### config.mk
export PLATFORM = sky130hd
export DESIGN_NAME = mem_port_arbiter_flat
export DESIGN_NICKNAME = d
export VERILOG_FILES = /design/src/rtl/mem_port_arbiter_if.sv /design/src/rtl/mem_port_arbiter.sv /design/src/flat_wrapper.sv
export SDC_FILE = /design/constraint.sdc
export NUM_CORES = 1
export LEC_CHECK = 0
export BUFFER_PORTS_ARGS = -buffer_cell sky130_fd_sc_hd__buf_4
export CORE_AREA = 2 2 158 160
export DETAILED_ROUTE_END_ITERATION = 8
export DIE_AREA = 0 0 160 162
export GPL_TIMING_DRIVEN = 0
export SLEW_MARGIN = 20
export SYNTH_ARGS = -nofsm -noshare
export SYNTH_HDL_FRONTEND = slang
export SYNTH_SLANG_ARGS = --single-unit
### constraint.sdc
create_clock -name i_clk -period 1.8 [get_ports i_clk]
set_input_delay 0.36 -clock i_clk [delete_from_list [all_inputs] [get_ports i_clk]]
set_output_delay 0.36 -clock i_clk [all_outputs]
set_load 0.02 [all_outputs]
### src/rtl/mem_port_arbiter_if.sv
// Shared-memory-port bundle: four requester lanes, the response path back to them,
// and the single memory request/response channel.
interface mem_port_arbiter_if #(
  parameter int AW = 32,
  parameter int DW = 32
);
  logic [3:0]      i_req;
  logic [3:0]      i_we;
  logic [4*AW-1:0] i_addr;
  logic [4*DW-1:0] i_wdata;
  logic [3:0]      o_ack;
  logic            o_err;
  logic [DW-1:0]   o_rdata;
  logic [1:0]      o_sel;
  logic            o_mem_valid;
  logic            o_mem_we;
  logic [AW-1:0]   o_mem_addr;
  logic [DW-1:0]   o_mem_wdata;
  logic            i_mem_ready;
  logic [DW-1:0]   i_mem_rdata;

  modport slave (
    input  i_req, i_we, i_addr, i_wdata, i_mem_ready, i_mem_rdata,
    output o_ack, o_err, o_rdata, o_sel, o_mem_valid, o_mem_we, o_mem_addr, o_mem_wdata
  );

  modport master (
    output i_req, i_we, i_addr, i_wdata, i_mem_ready, i_mem_rdata,
    input  o_ack, o_err, o_rdata, o_sel, o_mem_valid, o_mem_we, o_mem_addr, o_mem_wdata
  );
endinterface

### src/rtl/mem_port_arbiter.sv
// Round-robin arbiter sharing one memory port among fetch, load/store, debug and DMA,
// with a watchdog that terminates accesses the memory never completes.
//
// state   | meaning
// --------+-------------------------------------------------------------
// ST_IDLE | no access in flight; grant the next requester round-robin
// ST_BUSY | memory request held; wait for ready or watchdog expiry
// ST_RESP | one-cycle ack to the granted requester, err/rdata valid
module mem_port_arbiter #(
  parameter int AW      = 32,
  parameter int DW      = 32,
  parameter int TIMEOUT = 64
) (
  input logic              i_clk,
  input logic              i_rst_n,
  mem_port_arbiter_if.slave bus
);

  localparam int            CW       = (TIMEOUT > 1) ? $clog2(TIMEOUT) : 1;
  localparam logic [CW-1:0] CNT_LAST = CW'(TIMEOUT - 1);

  typedef enum logic [1:0] {ST_IDLE, ST_BUSY, ST_RESP} state_t;

  state_t        state_q, state_d;
  logic [1:0]    rr_ptr_q;
  logic [1:0]    sel_q;
  logic [1:0]    winner;
  logic [CW-1:0] cnt_q;
  logic          mem_valid_q;
  logic          mem_we_q;
  logic [AW-1:0] mem_addr_q;
  logic [DW-1:0] mem_wdata_q;
  logic [DW-1:0] rdata_q;
  logic          err_q;
  logic          timeout_hit;

  assign timeout_hit = (TIMEOUT != 0) && (cnt_q == CNT_LAST);

  // Scan from the farthest offset down so the nearest set bit above rr_ptr wins.
  always_comb begin
    winner = rr_ptr_q;
    for (int i = 3; i >= 0; i--) begin
      if (bus.i_req[rr_ptr_q + 2'(i)]) winner = rr_ptr_q + 2'(i);
    end
  end

  always_ff @(posedge i_clk or negedge i_rst_n) begin
    if (!i_rst_n) state_q <= ST_IDLE;
    else          state_q <= state_d;
  end

  always_comb begin
    state_d = state_q;
    case (state_q)
      ST_IDLE: if (|bus.i_req) state_d = ST_BUSY;
      ST_BUSY: if (bus.i_mem_ready || timeout_hit) state_d = ST_RESP;
      ST_RESP: state_d = ST_IDLE;
      default: state_d = ST_IDLE;
    endcase
  end

  always_ff @(posedge i_clk or negedge i_rst_n) begin
    if (!i_rst_n) begin
      rr_ptr_q    <= '0;
      sel_q       <= '0;
      cnt_q       <= '0;
      mem_valid_q <= 1'b0;
      mem_we_q    <= 1'b0;
      mem_addr_q  <= '0;
      mem_wdata_q <= '0;
      rdata_q     <= '0;
      err_q       <= 1'b0;
    end else begin
      case (state_q)
        ST_IDLE: begin
          if (|bus.i_req) begin
            sel_q       <= winner;
            mem_valid_q <= 1'b1;
            mem_we_q    <= bus.i_we[winner];
            mem_addr_q  <= bus.i_addr[winner*AW +: AW];
            mem_wdata_q <= bus.i_wdata[winner*DW +: DW];
          end
        end
        ST_BUSY: begin
          cnt_q <= cnt_q + 1'b1;
          // Ready takes priority over a coincident watchdog expiry.
          if (bus.i_mem_ready) begin
            mem_valid_q <= 1'b0;
            rdata_q     <= bus.i_mem_rdata;
            err_q       <= 1'b0;
          end else if (timeout_hit) begin
            mem_valid_q <= 1'b0;
            rdata_q     <= '0;
            err_q       <= 1'b1;
          end
        end
        ST_RESP: begin
          rr_ptr_q <= sel_q + 2'd1;
          cnt_q    <= '0;
        end
        default: ;
      endcase
    end
  end

  assign bus.o_ack       = (state_q == ST_RESP) ? (4'b0001 << sel_q) : 4'b0000;
  assign bus.o_err       = (state_q == ST_RESP) && err_q;
  assign bus.o_rdata     = rdata_q;
  assign bus.o_sel       = sel_q;
  assign bus.o_mem_valid = mem_valid_q;
  assign bus.o_mem_we    = mem_we_q;
  assign bus.o_mem_addr  = mem_addr_q;
  assign bus.o_mem_wdata = mem_wdata_q;

endmodule

### src/flat_wrapper.sv
// flat-port wrapper written by rule: the top's interface ports become plain ports
module mem_port_arbiter_flat 
#(
  parameter int AW      = 32,
  parameter int DW      = 32,
  parameter int TIMEOUT = 64
)
  (i_clk, i_rst_n, bus_i_req, bus_i_we, bus_i_addr, bus_i_wdata, bus_i_mem_ready, bus_i_mem_rdata, bus_o_ack, bus_o_err, bus_o_rdata, bus_o_sel, bus_o_mem_valid, bus_o_mem_we, bus_o_mem_addr, bus_o_mem_wdata);
  mem_port_arbiter_if #(.AW(AW), .DW(DW)) bus_i ();
  input logic i_clk;
  input logic i_rst_n;
  input wire logic [$bits(bus_i.i_req)-1:0] bus_i_req;
  input wire logic [$bits(bus_i.i_we)-1:0] bus_i_we;
  input wire logic [$bits(bus_i.i_addr)-1:0] bus_i_addr;
  input wire logic [$bits(bus_i.i_wdata)-1:0] bus_i_wdata;
  input wire logic [$bits(bus_i.i_mem_ready)-1:0] bus_i_mem_ready;
  input wire logic [$bits(bus_i.i_mem_rdata)-1:0] bus_i_mem_rdata;
  output wire logic [$bits(bus_i.o_ack)-1:0] bus_o_ack;
  output wire logic [$bits(bus_i.o_err)-1:0] bus_o_err;
  output wire logic [$bits(bus_i.o_rdata)-1:0] bus_o_rdata;
  output wire logic [$bits(bus_i.o_sel)-1:0] bus_o_sel;
  output wire logic [$bits(bus_i.o_mem_valid)-1:0] bus_o_mem_valid;
  output wire logic [$bits(bus_i.o_mem_we)-1:0] bus_o_mem_we;
  output wire logic [$bits(bus_i.o_mem_addr)-1:0] bus_o_mem_addr;
  output wire logic [$bits(bus_i.o_mem_wdata)-1:0] bus_o_mem_wdata;
  assign bus_i.i_req = bus_i_req;
  assign bus_i.i_we = bus_i_we;
  assign bus_i.i_addr = bus_i_addr;
  assign bus_i.i_wdata = bus_i_wdata;
  assign bus_i.i_mem_ready = bus_i_mem_ready;
  assign bus_i.i_mem_rdata = bus_i_mem_rdata;
  assign bus_o_ack = bus_i.o_ack;
  assign bus_o_err = bus_i.o_err;
  assign bus_o_rdata = bus_i.o_rdata;
  assign bus_o_sel = bus_i.o_sel;
  assign bus_o_mem_valid = bus_i.o_mem_valid;
  assign bus_o_mem_we = bus_i.o_mem_we;
  assign bus_o_mem_addr = bus_i.o_mem_addr;
  assign bus_o_mem_wdata = bus_i.o_mem_wdata;
  mem_port_arbiter #(.AW(AW), .DW(DW), .TIMEOUT(TIMEOUT)) u_core (.i_clk(i_clk), .i_rst_n(i_rst_n), .bus(bus_i));
endmodule
==> flow_summary.ini <==
[critical_path]
startpoint = u_core.rr_ptr_q[1]$_DFFE_PN0P_
worstSetupEndpointType = flip-flop
crit_path_start_kind = flip-flop
cp.arrival_ns = 2.10
rr_endpoint = u_core.bus.o_mem_addr[0]$_DFFE_PN0P_
r2r_setup_slack_ns = -0.1
reg2reg_from = u_core.rr_ptr_q[1]$_DFFE_PN0P_
crit_end = u_core.bus.o_mem_addr[0]$_DFFE_PN0P_
crit_path_max_fanout = 10
setup.worst_path.class = flip-flop to flip-flop
ff2ff_path_depth = 7
worstPathRequired_ns = 2.00

[sta]
postLayoutSetupSlackWorst_ns = -0.09809
period_needed_ns = 1.898
rsz0062_at_grt = yes
skew_ns = 0.01302
final_max_slew_viol_count = 0
finalSetupViolations = 65
slew_headroom = 0.5586
final-hold-violation-count = 0
tightest_slew_ns = 0.6622
fmax_mhz = 526.8
period_share = 1.054

[cells_and_area]
nets = 1279
antennaDiodeCount = 0
syn_to_final_growth_pct = 82.69
postLayoutCoreUtil = 0.4532
drive_above_1_share = 0.5867

[synth]
ys_types = 38
synthArstFlopShare = 1.000
syn_area_per_cell_um2 = 11.24
ys_ff_latch = 111
yosysSeqAreaShare = 0.4645
synth_ff_type = dfrtp_1
yosysMostFrequentCell = mux2i_1
ys_warn_count = 0
synth_top_cell_by_area = dfrtp_1
syn_inst = 532
synthesis.area_um2 = 5979
synth-edff-count = 0
synth_fp_nets = 840
synth_top_area_share = 0.4645
ys_top_cells_by_count = mux2i_1 (130), dfrtp_1 (111), nand2_1 (70), o221ai_1 (65), a22o_1 (32)
yosys-top-cells-area = dfrtp_1 (46%), mux2i_1 (22%), o221ai_1 (9.5%)

[floorplanning]
die_y_um = 162
rows = 57
die_width_um = 160
start_util = 0.2481
dieArea_um2 = 25920
fp.coreArea_um2 = 24110
pin_count = 404

[worst_hold_path]
hold_path.class = input pin to flip-flop

[global_route]
grt_pass1_vias = 6393
gr-usage-met2 = 0.3473
met3_usage = 0.04137
grt_antenna_before_repair = 0
grt_max_degree = 66
top_usage_layer = met2
track_usage = 0.1919
grt_pass1_wl_mm = 38.13
use_met1 = 0.2303
overflow = 0

[place]
routabilityCongestion = 0.7942
port_buffers = 403
dp_hpwl_mm = 19.48
place_ws_ns = -0.7341

[run_status]
violations = negative setup slack
status = complete, but fails checks

[clock_network]
numCtsBuffers = 9
clock-root-buffer = clkbuf_16
clock-sinks = 111
clkLatencyLatePin_ns = 0.35
cts_max_level = 3
cts_tree = done
clkTransAtPathRegs_ns = 0.08
cts.path.max_buffers = 2

[route]
wl_per_cell_um = 19.94
drt_wl_total_mm = 25.90
vias = 6090
drt_iter0_drc = 298
vias_per_cell = 4.688
first_pass_iters = 4
route.detailed.drc = 0
antenna_left = 0

[job]
maxCapViolCount = 0

[power]
p_per_area_nw_per_um2 = 1660
irDropWorstVdd_v = 0.0008148
power_leakage_nw = 5.256
## layer usage
metal / part of all wire / vias up
li1: - / 2904
met5: 0 / -
met1: 0.40 / 2920
met4: 0.018 / 0
met3: 0.063 / 21
met2: 0.52 / 245
## sequential cells by signal (all words and copies together), names as in the netlist
| register | count |
|---|---|
| u_core.cnt_q | 6 |
| u_core.rr_ptr_q | 2 |
| u_core.bus.o_mem_wdata | 32 |
| u_core.state_q | 2 |
| u_core.bus.o_mem_addr | 32 |
| u_core.bus.o_sel | 2 |
| u_core.bus.o_mem_valid | 1 |
| u_core.err_q | 1 |
| u_core.bus.o_rdata | 32 |
| u_core.bus.o_mem_we | 1 |
## per-stage QoR
stage | instance area (µm²) | hold WS [ns] | TNS [ns] | power [mW] | std cells
2_1_floorplan | 5979 | 0.06441 | 0 | 9.916 | 532
5_1_grt | 10920 | 0.2064 | -8.858 | 19.21 | 1299
4_1_cts | 10470 | 0.1979 | -4.319 | 17.55 | 1288
3_3_place_gp | 9410 | 0.4665 | -37.39 | 13.85 | 1259
6_report | 10920 | 0.2170 | -3.065 | 18.14 | 1299
3_5_place_dp | 9442 | 0.3275 | -41.88 | 13.95 | 1260
## where the power goes
group / total (mW) / switching [mW] / internal [mW]
sequential: 4.50 / 0.758 / 3.74
combinational: 11.4 / 5.85 / 5.53
clock: 2.26 / 0.986 / 1.27
## cell families (layout without fill, tap and decap cells)
family          count (synthesis)  in the layout  share of synthesized area
compound gates                123            123                     0.1701
fa+ha+maj                       9              9                    0.01883
simple gates                  103            103                    0.07680
flops                         111            111                     0.4645
buf+inv                        53            496                    0.04646
mux                           133            133                     0.2233
## cell type report
type / instances / area, µm²
plain buffers: 42 / 440.4
clock buffers: 10 / 239.0
clock inverters: 5 / 88.84
fillers: 2302 / 13180
inverters: 10 / 37.54
multi-input cells: 368 / 3552
flip-flops and latches: 111 / 2780
well taps: 324 / 405.4
repair buffers: 429 / 3381
## cells in the final DEF, fill, tap and decap left out, types with 3 or more instances in the layout
master / count
nor2_1: 5
clkbuf_16: 11
mux2i_2: 19
ha_1: 7
o21ai_1: 4
and2_1: 5
o22ai_1: 4
nand2_4: 3
a21oi_1: 6
buf_12: 11
buf_4: 419
buf_6: 12
buf_16: 4
o221ai_2: 18
nor2b_1: 5
o221ai_1: 47
mux2i_1: 81
mux2i_4: 30
buf_2: 5
clkbuf_2: 11
a22o_1: 32
nand2_1: 69
o21ai_0: 3
dfrtp_1: 109
mux2_2: 3
inv_1: 9
and2_4: 3
buf_8: 3
## what timing repair did
item | CTS | global route
cloned | 3 | 2
pin swaps | 29 | 18
hold buffers | 1 | 0
setup endpoints to repair | 102 | 102
hold endpoints to repair | 46 | 0
buffers inserted | 10 | 10
gates resized for setup | 129 | 69
## worst max-delay path: stages, from the launching register on
cell and delay [ns]:
dfrtp_2 0.43, or3_1 0.31, nand4b_1 0.17, nand2_4 0.14, buf_12 0.18, buf_6 0.16, mux2i_1 0.20, o221ai_1 0.14
## worst min path at each step
| stage | startpoint | to | slack, ns | depth (start not counted) |
|---|---|---|---|---|
| CTS | bus_i_mem_rdata[18] | u_core.bus.o_rdata[18]$_DFFE_PN0P_ | 0.20 | 2 |
| global route | bus_i_mem_rdata[10] | u_core.bus.o_rdata[10]$_DFFE_PN0P_ | 0.21 | 2 |
| global placement | u_core.err_q$_DFFE_PN0P_ | u_core.err_q$_DFFE_PN0P_ | 0.47 | 2 |
| detailed placement | i_rst_n | u_core.cnt_q[3]$_DFFE_PN0P_ | 0.33 | 1 |
| finish | bus_i_mem_rdata[14] | u_core.bus.o_rdata[14]$_DFFE_PN0P_ | 0.22 | 2 |
| floorplan | i_rst_n | u_core.bus.o_mem_addr[0]$_DFFE_PN0P_ | 0.06 | 0 |
(Power assumes the default switching activity.)
